[src/rtl/mpu_panel_responder.sv]
`default_nettype none
// +--------------------------------------------------------------------------+
// | mpu_panel_responder : panel-side responder for the 8080-style MPU bus      |
// | Rev 1.0 - initial release                                                  |
// +--------------------------------------------------------------------------+
module mpu_panel_responder #(
  parameter int          DATA_WIDTH  = 24,
  parameter int          HRES_WIDTH  = 9,
  parameter int          VRES_WIDTH  = 10,
  parameter int          SYNC_STAGES = 2,
  parameter logic [23:0] PANEL_ID    = 24'h009341
) (
  input  logic                  i_sysclk,
  input  logic                  w_srst,
  input  logic                  i_csx,
  input  logic                  i_dcx,
  input  logic                  i_wrx,
  input  logic                  i_rdx,
  input  logic [DATA_WIDTH-1:0] i_d,
  output logic [DATA_WIDTH-1:0] o_d,
  output logic [DATA_WIDTH-1:0] o_oe,
  output logic                  o_px_we,
  output logic                  o_px_re,
  output logic [HRES_WIDTH-1:0] o_px_x,
  output logic [VRES_WIDTH-1:0] o_px_y,
  output logic [DATA_WIDTH-1:0] o_px_rgb,
  input  logic [DATA_WIDTH-1:0] i_px_rgb,
  output logic [7:0]            o_cmd,
  output logic                  o_sleep_out,
  output logic                  o_display_on,
  output logic                  o_unknown
);

  localparam logic [7:0] c_CMD_SWRESET = 8'h01;
  localparam logic [7:0] c_CMD_RDDID   = 8'h04;
  localparam logic [7:0] c_CMD_SLPOUT  = 8'h11;
  localparam logic [7:0] c_CMD_DISPOFF = 8'h28;
  localparam logic [7:0] c_CMD_DISPON  = 8'h29;
  localparam logic [7:0] c_CMD_CASET   = 8'h2A;
  localparam logic [7:0] c_CMD_PASET   = 8'h2B;
  localparam logic [7:0] c_CMD_RAMWR   = 8'h2C;
  localparam logic [7:0] c_CMD_RAMRD   = 8'h2E;

  typedef enum logic [2:0] {
    S_IDLE  = 3'd0,
    S_CASET = 3'd1,
    S_PASET = 3'd2,
    S_RAMWR = 3'd3,
    S_RAMRD = 3'd4,
    S_RDID  = 3'd5
  } state_t;

  // Input synchronizers; strobes idle high so reset does not fake an edge.
  logic [SYNC_STAGES-1:0]                 r_csx_sync;
  logic [SYNC_STAGES-1:0]                 r_dcx_sync;
  logic [SYNC_STAGES-1:0]                 r_wrx_sync;
  logic [SYNC_STAGES-1:0]                 r_rdx_sync;
  logic [SYNC_STAGES-1:0][DATA_WIDTH-1:0] r_d_sync;
  logic                                   r_wrx_prev;
  logic                                   r_rdx_prev;

  always_ff @(posedge i_sysclk or posedge w_srst) begin
    if (w_srst) begin
      r_csx_sync <= '1;
      r_dcx_sync <= '0;
      r_wrx_sync <= '1;
      r_rdx_sync <= '1;
      r_d_sync   <= '0;
      r_wrx_prev <= 1'b1;
      r_rdx_prev <= 1'b1;
    end else begin
      r_csx_sync <= {r_csx_sync[SYNC_STAGES-2:0], i_csx};
      r_dcx_sync <= {r_dcx_sync[SYNC_STAGES-2:0], i_dcx};
      r_wrx_sync <= {r_wrx_sync[SYNC_STAGES-2:0], i_wrx};
      r_rdx_sync <= {r_rdx_sync[SYNC_STAGES-2:0], i_rdx};
      r_d_sync   <= {r_d_sync[SYNC_STAGES-2:0], i_d};
      r_wrx_prev <= r_wrx_sync[SYNC_STAGES-1];
      r_rdx_prev <= r_rdx_sync[SYNC_STAGES-1];
    end
  end

  logic                  w_csx;
  logic                  w_dcx;
  logic                  w_wrx;
  logic                  w_rdx;
  logic [DATA_WIDTH-1:0] w_d;
  logic [7:0]            w_byte;
  logic                  w_wr_ev;
  logic                  w_rd_ev;
  logic                  w_rd_rise;

  assign w_csx     = r_csx_sync[SYNC_STAGES-1];
  assign w_dcx     = r_dcx_sync[SYNC_STAGES-1];
  assign w_wrx     = r_wrx_sync[SYNC_STAGES-1];
  assign w_rdx     = r_rdx_sync[SYNC_STAGES-1];
  assign w_d       = r_d_sync[SYNC_STAGES-1];
  assign w_byte    = w_d[7:0];
  assign w_wr_ev   = ~w_csx & w_wrx & ~r_wrx_prev;
  // A write wins over a simultaneous read.
  assign w_rd_ev   = ~w_csx & ~w_rdx & r_rdx_prev & ~w_wr_ev;
  assign w_rd_rise = w_rdx & ~r_rdx_prev;

  state_t                r_state;
  state_t                w_state_nxt;
  logic                  w_unknown;
  logic [HRES_WIDTH-1:0] r_sc;
  logic [HRES_WIDTH-1:0] r_ec;
  logic [VRES_WIDTH-1:0] r_sp;
  logic [VRES_WIDTH-1:0] r_ep;
  logic [HRES_WIDTH-1:0] r_x;
  logic [VRES_WIDTH-1:0] r_y;
  logic [HRES_WIDTH-1:0] w_x_adv;
  logic [VRES_WIDTH-1:0] w_y_adv;
  logic [2:0]            r_pcnt;
  logic                  r_dummy;
  logic [23:0]           r_pbuf;
  logic [15:0]           w_end;
  logic                  r_re_d;
  logic [7:0]            w_id_byte;
  logic                  w_unused;

  // Parameter bytes arrive MSB first: r_pbuf holds {start_hi, start_lo, end_hi}.
  assign w_end    = {r_pbuf[7:0], w_byte};
  assign w_unused = ^{r_pbuf, w_end};

  always_comb begin
    w_state_nxt = r_state;
    w_unknown   = 1'b0;
    if (w_csx) begin
      w_state_nxt = S_IDLE;
    end else if (w_wr_ev) begin
      if (!w_dcx) begin
        case (w_byte)
          c_CMD_CASET: w_state_nxt = S_CASET;
          c_CMD_PASET: w_state_nxt = S_PASET;
          c_CMD_RAMWR: w_state_nxt = S_RAMWR;
          c_CMD_RAMRD: w_state_nxt = S_RAMRD;
          c_CMD_RDDID: w_state_nxt = S_RDID;
          c_CMD_SWRESET, c_CMD_SLPOUT, c_CMD_DISPON, c_CMD_DISPOFF:
            w_state_nxt = S_IDLE;
          default: begin
            w_state_nxt = S_IDLE;
            w_unknown   = 1'b1;
          end
        endcase
      end else if ((r_state == S_CASET || r_state == S_PASET) && r_pcnt == 3'd3) begin
        w_state_nxt = S_IDLE;
      end
    end
  end

  always_comb begin
    w_x_adv = r_x;
    w_y_adv = r_y;
    if (r_x != r_ec) begin
      w_x_adv = r_x + HRES_WIDTH'(1);
    end else begin
      w_x_adv = r_sc;
      if (r_y != r_ep) w_y_adv = r_y + VRES_WIDTH'(1);
      else             w_y_adv = r_sp;
    end
  end

  always_comb begin
    case (r_pcnt)
      3'd1:    w_id_byte = PANEL_ID[23:16];
      3'd2:    w_id_byte = PANEL_ID[15:8];
      3'd3:    w_id_byte = PANEL_ID[7:0];
      default: w_id_byte = 8'h00;
    endcase
  end

  always_ff @(posedge i_sysclk or posedge w_srst) begin
    if (w_srst) begin
      r_state      <= S_IDLE;
      r_sc         <= '0;
      r_ec         <= '1;
      r_sp         <= '0;
      r_ep         <= '1;
      r_x          <= '0;
      r_y          <= '0;
      r_pcnt       <= '0;
      r_dummy      <= 1'b1;
      r_pbuf       <= '0;
      r_re_d       <= 1'b0;
      o_d          <= '0;
      o_oe         <= '0;
      o_px_we      <= 1'b0;
      o_px_re      <= 1'b0;
      o_px_x       <= '0;
      o_px_y       <= '0;
      o_px_rgb     <= '0;
      o_cmd        <= '0;
      o_sleep_out  <= 1'b0;
      o_display_on <= 1'b0;
      o_unknown    <= 1'b0;
    end else begin
      r_state   <= w_state_nxt;
      o_unknown <= w_unknown;
      o_px_we   <= 1'b0;
      o_px_re   <= 1'b0;
      // Frame buffer answers one cycle after the read strobe.
      r_re_d    <= o_px_re;
      if (r_re_d) o_d <= i_px_rgb;
      if (w_csx || w_rd_rise) o_oe <= '0;

      if (w_csx) begin
        r_pcnt <= '0;
      end else if (w_wr_ev) begin
        if (!w_dcx) begin
          o_cmd  <= w_byte;
          r_pcnt <= '0;
          case (w_byte)
            c_CMD_SWRESET: begin
              r_sc         <= '0;
              r_ec         <= '1;
              r_sp         <= '0;
              r_ep         <= '1;
              o_sleep_out  <= 1'b0;
              o_display_on <= 1'b0;
            end
            c_CMD_SLPOUT:  o_sleep_out  <= 1'b1;
            c_CMD_DISPON:  o_display_on <= 1'b1;
            c_CMD_DISPOFF: o_display_on <= 1'b0;
            c_CMD_RAMWR: begin
              r_x <= r_sc;
              r_y <= r_sp;
            end
            c_CMD_RAMRD: begin
              r_x     <= r_sc;
              r_y     <= r_sp;
              r_dummy <= 1'b1;
            end
            default: ;
          endcase
        end else begin
          case (r_state)
            S_CASET, S_PASET: begin
              r_pbuf <= {r_pbuf[15:0], w_byte};
              r_pcnt <= r_pcnt + 3'd1;
              if (r_pcnt == 3'd3) begin
                if (r_state == S_CASET) begin
                  r_sc <= r_pbuf[HRES_WIDTH+7:8];
                  r_ec <= w_end[HRES_WIDTH-1:0];
                end else begin
                  r_sp <= r_pbuf[VRES_WIDTH+7:8];
                  r_ep <= w_end[VRES_WIDTH-1:0];
                end
              end
            end
            S_RAMWR: begin
              o_px_we  <= 1'b1;
              o_px_x   <= r_x;
              o_px_y   <= r_y;
              o_px_rgb <= w_d;
              r_x      <= w_x_adv;
              r_y      <= w_y_adv;
            end
            default: ;
          endcase
        end
      end else if (w_rd_ev) begin
        case (r_state)
          S_RAMRD: begin
            o_oe <= '1;
            if (r_dummy) begin
              o_d     <= '0;
              r_dummy <= 1'b0;
            end else begin
              o_px_re <= 1'b1;
              o_px_x  <= r_x;
              o_px_y  <= r_y;
              r_x     <= w_x_adv;
              r_y     <= w_y_adv;
            end
          end
          S_RDID: begin
            o_oe <= '1;
            o_d  <= DATA_WIDTH'(w_id_byte);
            if (r_pcnt != 3'd4) r_pcnt <= r_pcnt + 3'd1;
          end
          default: ;
        endcase
      end
    end
  end

endmodule
`default_nettype wire

[config.mk]
export PLATFORM = sky130hd
export DESIGN_NAME = mpu_panel_responder
export DESIGN_NICKNAME = d
export VERILOG_FILES = /design/src/rtl/mpu_panel_responder.sv
export SDC_FILE = /design/constraint.sdc
export NUM_CORES = 1
export LEC_CHECK = 0
export BUFFER_PORTS_ARGS = -buffer_cell sky130_fd_sc_hd__buf_2
export CAP_MARGIN = 20
export CORE_MARGIN = 3
export CORE_UTILIZATION = 55
export CTS_CLUSTER_DIAMETER = 60
export DETAILED_ROUTE_END_ITERATION = 8
export PLACE_DENSITY = 0.78
export RECOVER_POWER = 50
export SYNTH_ARGS = -nofsm -noshare
export SYNTH_HDL_FRONTEND = slang
export SYNTH_SLANG_ARGS = --single-unit
[constraint.sdc]
create_clock -name i_sysclk -period 11.6 [get_ports i_sysclk]
set_input_delay 3.48 -clock i_sysclk [delete_from_list [all_inputs] [get_ports i_sysclk]]
set_output_delay 3.48 -clock i_sysclk [all_outputs]
set_load 0.01 [all_outputs]
==> metrics <==
Reg clk slew, reported paths 60 ps; Slew Viols, Final 109; EDFF count, synth 0; Worst-Margin Slew 4550 ps; number of routed nets with antenna violations 0; input/output buffers between 150 and 200; Final setup viols 0; post-synth top area share 0.564; Post-synth ARST share 1.00; run status complete, but fails checks; worst-skew pair later-pin latency approximately 520 ps; Post-Route WL 20.2 mm; crit path DAT between 7000 and 8000 ps; Crit path largest cell delay 2540 ps; Die Span Y 138 um; ranking of synthesized cells by area dfrtp_1 56%, dfstp_2 7.6%, mux2_2 4.3%; crit end category asynchronous set/reset pin; post-synthesis sequential area ratio 0.641; Top FF cell, synth dfrtp_1; pwr dens between 150 and 200 mW/mm2; setup_tns 0 ps; largest net degree at the start of global routing between 100 and 150; #FFs+latches synth 245; vias between 6000 and 7000; core area 0.0169 mm2; total CTS buffers 25; commonest non-fill, non-tap cell in the layout dfrtp_1; failing checks capacitance limit, slew limit; Place WS 6470 ps; Clock Skew about 11 ps; leak pwr 0.00555 uW; Starting Density 0.570; number of DRC markers in iteration 0 about 400; Worst Setup Slack, final 4890 ps; Vias/cell between 5 and 6; # diodes 0; Hold Path Class register to register; Netlist Area Pre-Place 0.00962 mm2; Final Hold Violating Endpoints 0; Gate Count Post-Synth about 800; CTS tree done; final worst path period share 0.578; critical path, cell by cell buf_2 -> clkinvlp_2 -> buf_4; row count 47; Die Wd around 140 um; most frequent cells in the layout 217 x dfrtp_1, 156 x buf_2, 93 x nand2_1; minimum clock period after layout 6710 ps; vias in the first global route approximately 6700; GRT Total Usage 0.213; First-pass DRT Iterations 4; post-synthesis cell type count 63; Critical Path RT 12120 ps; GRT Residual Overflow 0; Crit Path Class input port to asynchronous set/reset pin; CTS hold repair buffers 0; Critical Path Source Type input port; Ports 158; initial antenna violation count 0; f_max 0.149 GHz; WP buf/inv 3; Area growth, synth to finish 17.9%; post-CTS sizing 0; drt wl/cell 17.1 um; CTS sink cnt 245; biggest area consumer among synthesized cells dfrtp_1; Max clock buf depth 3; Critical Path Fanout Max 108; Synth Warn # 0; RSZ-0062 raised after global routing no; GPL Wtd Cong 0.832; die area approximately 0.019 mm2; Remaining DRCs 0; critical path's top delay family buffers and inverters; layout cells sized above 1 0.285; Final #Nets 1003; H-tree levels 1; Post-Syn Nets 852; first-pass GRT wire length 33.9 mm; Max Cap Viol 1; postcts setup bufs 0; worst vdd ir around 0.14 mV; syn avg cell area 12.2 um2; DP Wirelength roughly 13 mm; slowest CP cell clkinvlp_2; Slew HR -2.05; root buffer cell clkbuf_16
==> sequential cells by signal (all words and copies together), names as in the netlist, 9 cells and up <==
signal,cells
o_px_y,10
w_d,24
r_ep,10
r_d_sync,24
o_px_rgb,24
r_sp,10
r_sc,9
o_oe,24
o_px_x,9
r_pbuf,18
r_y,10
o_d,24
r_x,9
r_ec,9
==> routing by layer <==
layer	part of all wire	GRT usage
met4	0.026	0.0593
met3	0.051	0.0428
met5	0	0
met2	0.49	0.346
met1	0.44	0.296
==> metrics by stage <==
step	util	cell area, um2	instances	power, uW	hold slack (ps)
3_3_place_gp	0.627	10600	1135	1120	332
2_1_floorplan	-	9620	792	1070	331
5_1_grt	0.672	11300	1182	1970	353
6_report	0.672	11300	1182	1880	346
3_5_place_dp	0.627	10600	1135	1130	335
4_1_cts	0.674	11400	1181	1900	349
==> final cells by class <==
| class | instances | area, um2 |
|---|---|---|
| Sequential cell | 245 | 6170 |
| Fill cell | 1248 | 5530 |
| Multi-Input combinational cell | 484 | 3190 |
| Timing Repair Buffer | 167 | 841 |
| Clock buffer | 37 | 721 |
| Tap cell | 220 | 275 |
| Clock inverter | 9 | 76.3 |
| Inverter | 20 | 76.3 |
==> logic make-up after synthesis <==
group / Yosys count / share of synthesized area
DFF: 245 / 0.641
and+or+nand+nor: 214 / 0.103
AOI/OAI and AO/OA: 153 / 0.101
muxes: 89 / 0.100
buffers and inverters: 63 / 0.0274
xor gates and xnor gates: 22 / 0.0200
adders and majority gates: 6 / 0.00780
==> Yosys cell counts, types with 3 or more instances <==
cell type,number
dfrtp_1,217
nand2_1,93
nor2_1,55
a21oi_1,41
mux2_2,37
o21ai_0,36
mux2i_1,29
dfstp_2,28
clkbuf_1,25
mux2_1,23
inv_1,20
o21ai_1,18
nand3_1,17
buf_2,16
nor3_1,14
a31oi_1,12
xnor2_1,12
o22a_1,10
xor2_1,10
ha_1,6
a32o_1,5
nand4_1,5
and3_1,4
a21o_1,3
and2_1,3
o22ai_1,3
==> path summary, 6_finish.rpt <==
kind,startpoint,to,slack [ps],cells after the start
setup / recovery,w_srst,o_px_x[6]$_DFFE_PP0P_,4890,3
hold / removal,r_dcx_sync[0]$_DFF_PP0_,r_dcx_sync[1]$_DFF_PP0_,350,0
setup reg to reg,r_csx_sync[1]$_DFF_PP1_,r_y[3]$_DFFE_PP0P_,7840,5
hold reg to reg,r_dcx_sync[0]$_DFF_PP0_,r_dcx_sync[1]$_DFF_PP0_,350,0
max in group i_sysclk,o_px_rgb[18]$_DFFE_PP0P_,o_px_rgb[18],7060,1
min in group asynchronous,w_srst,o_oe[4]$_DFF_PP0_,4360,2
==> power breakdown <==
group	total, uW	switching (uW)	internal [uW]	leakage, uW
combinational	163	93.6	69.0	0.00201
clock	769	316	452	0.000395
sequential	951	55.5	896	0.00315
==> worst register-to-register path, delay by kind of cell, from the launching register on <==
kind,cells,cell delay (ps)
buffers and inverters,1,750
and+or+nand+nor,2,700
DFF,1,1440
AOI/OAI and AO/OA,2,740
No activity file was read; power rests on OpenSTA's default activity.
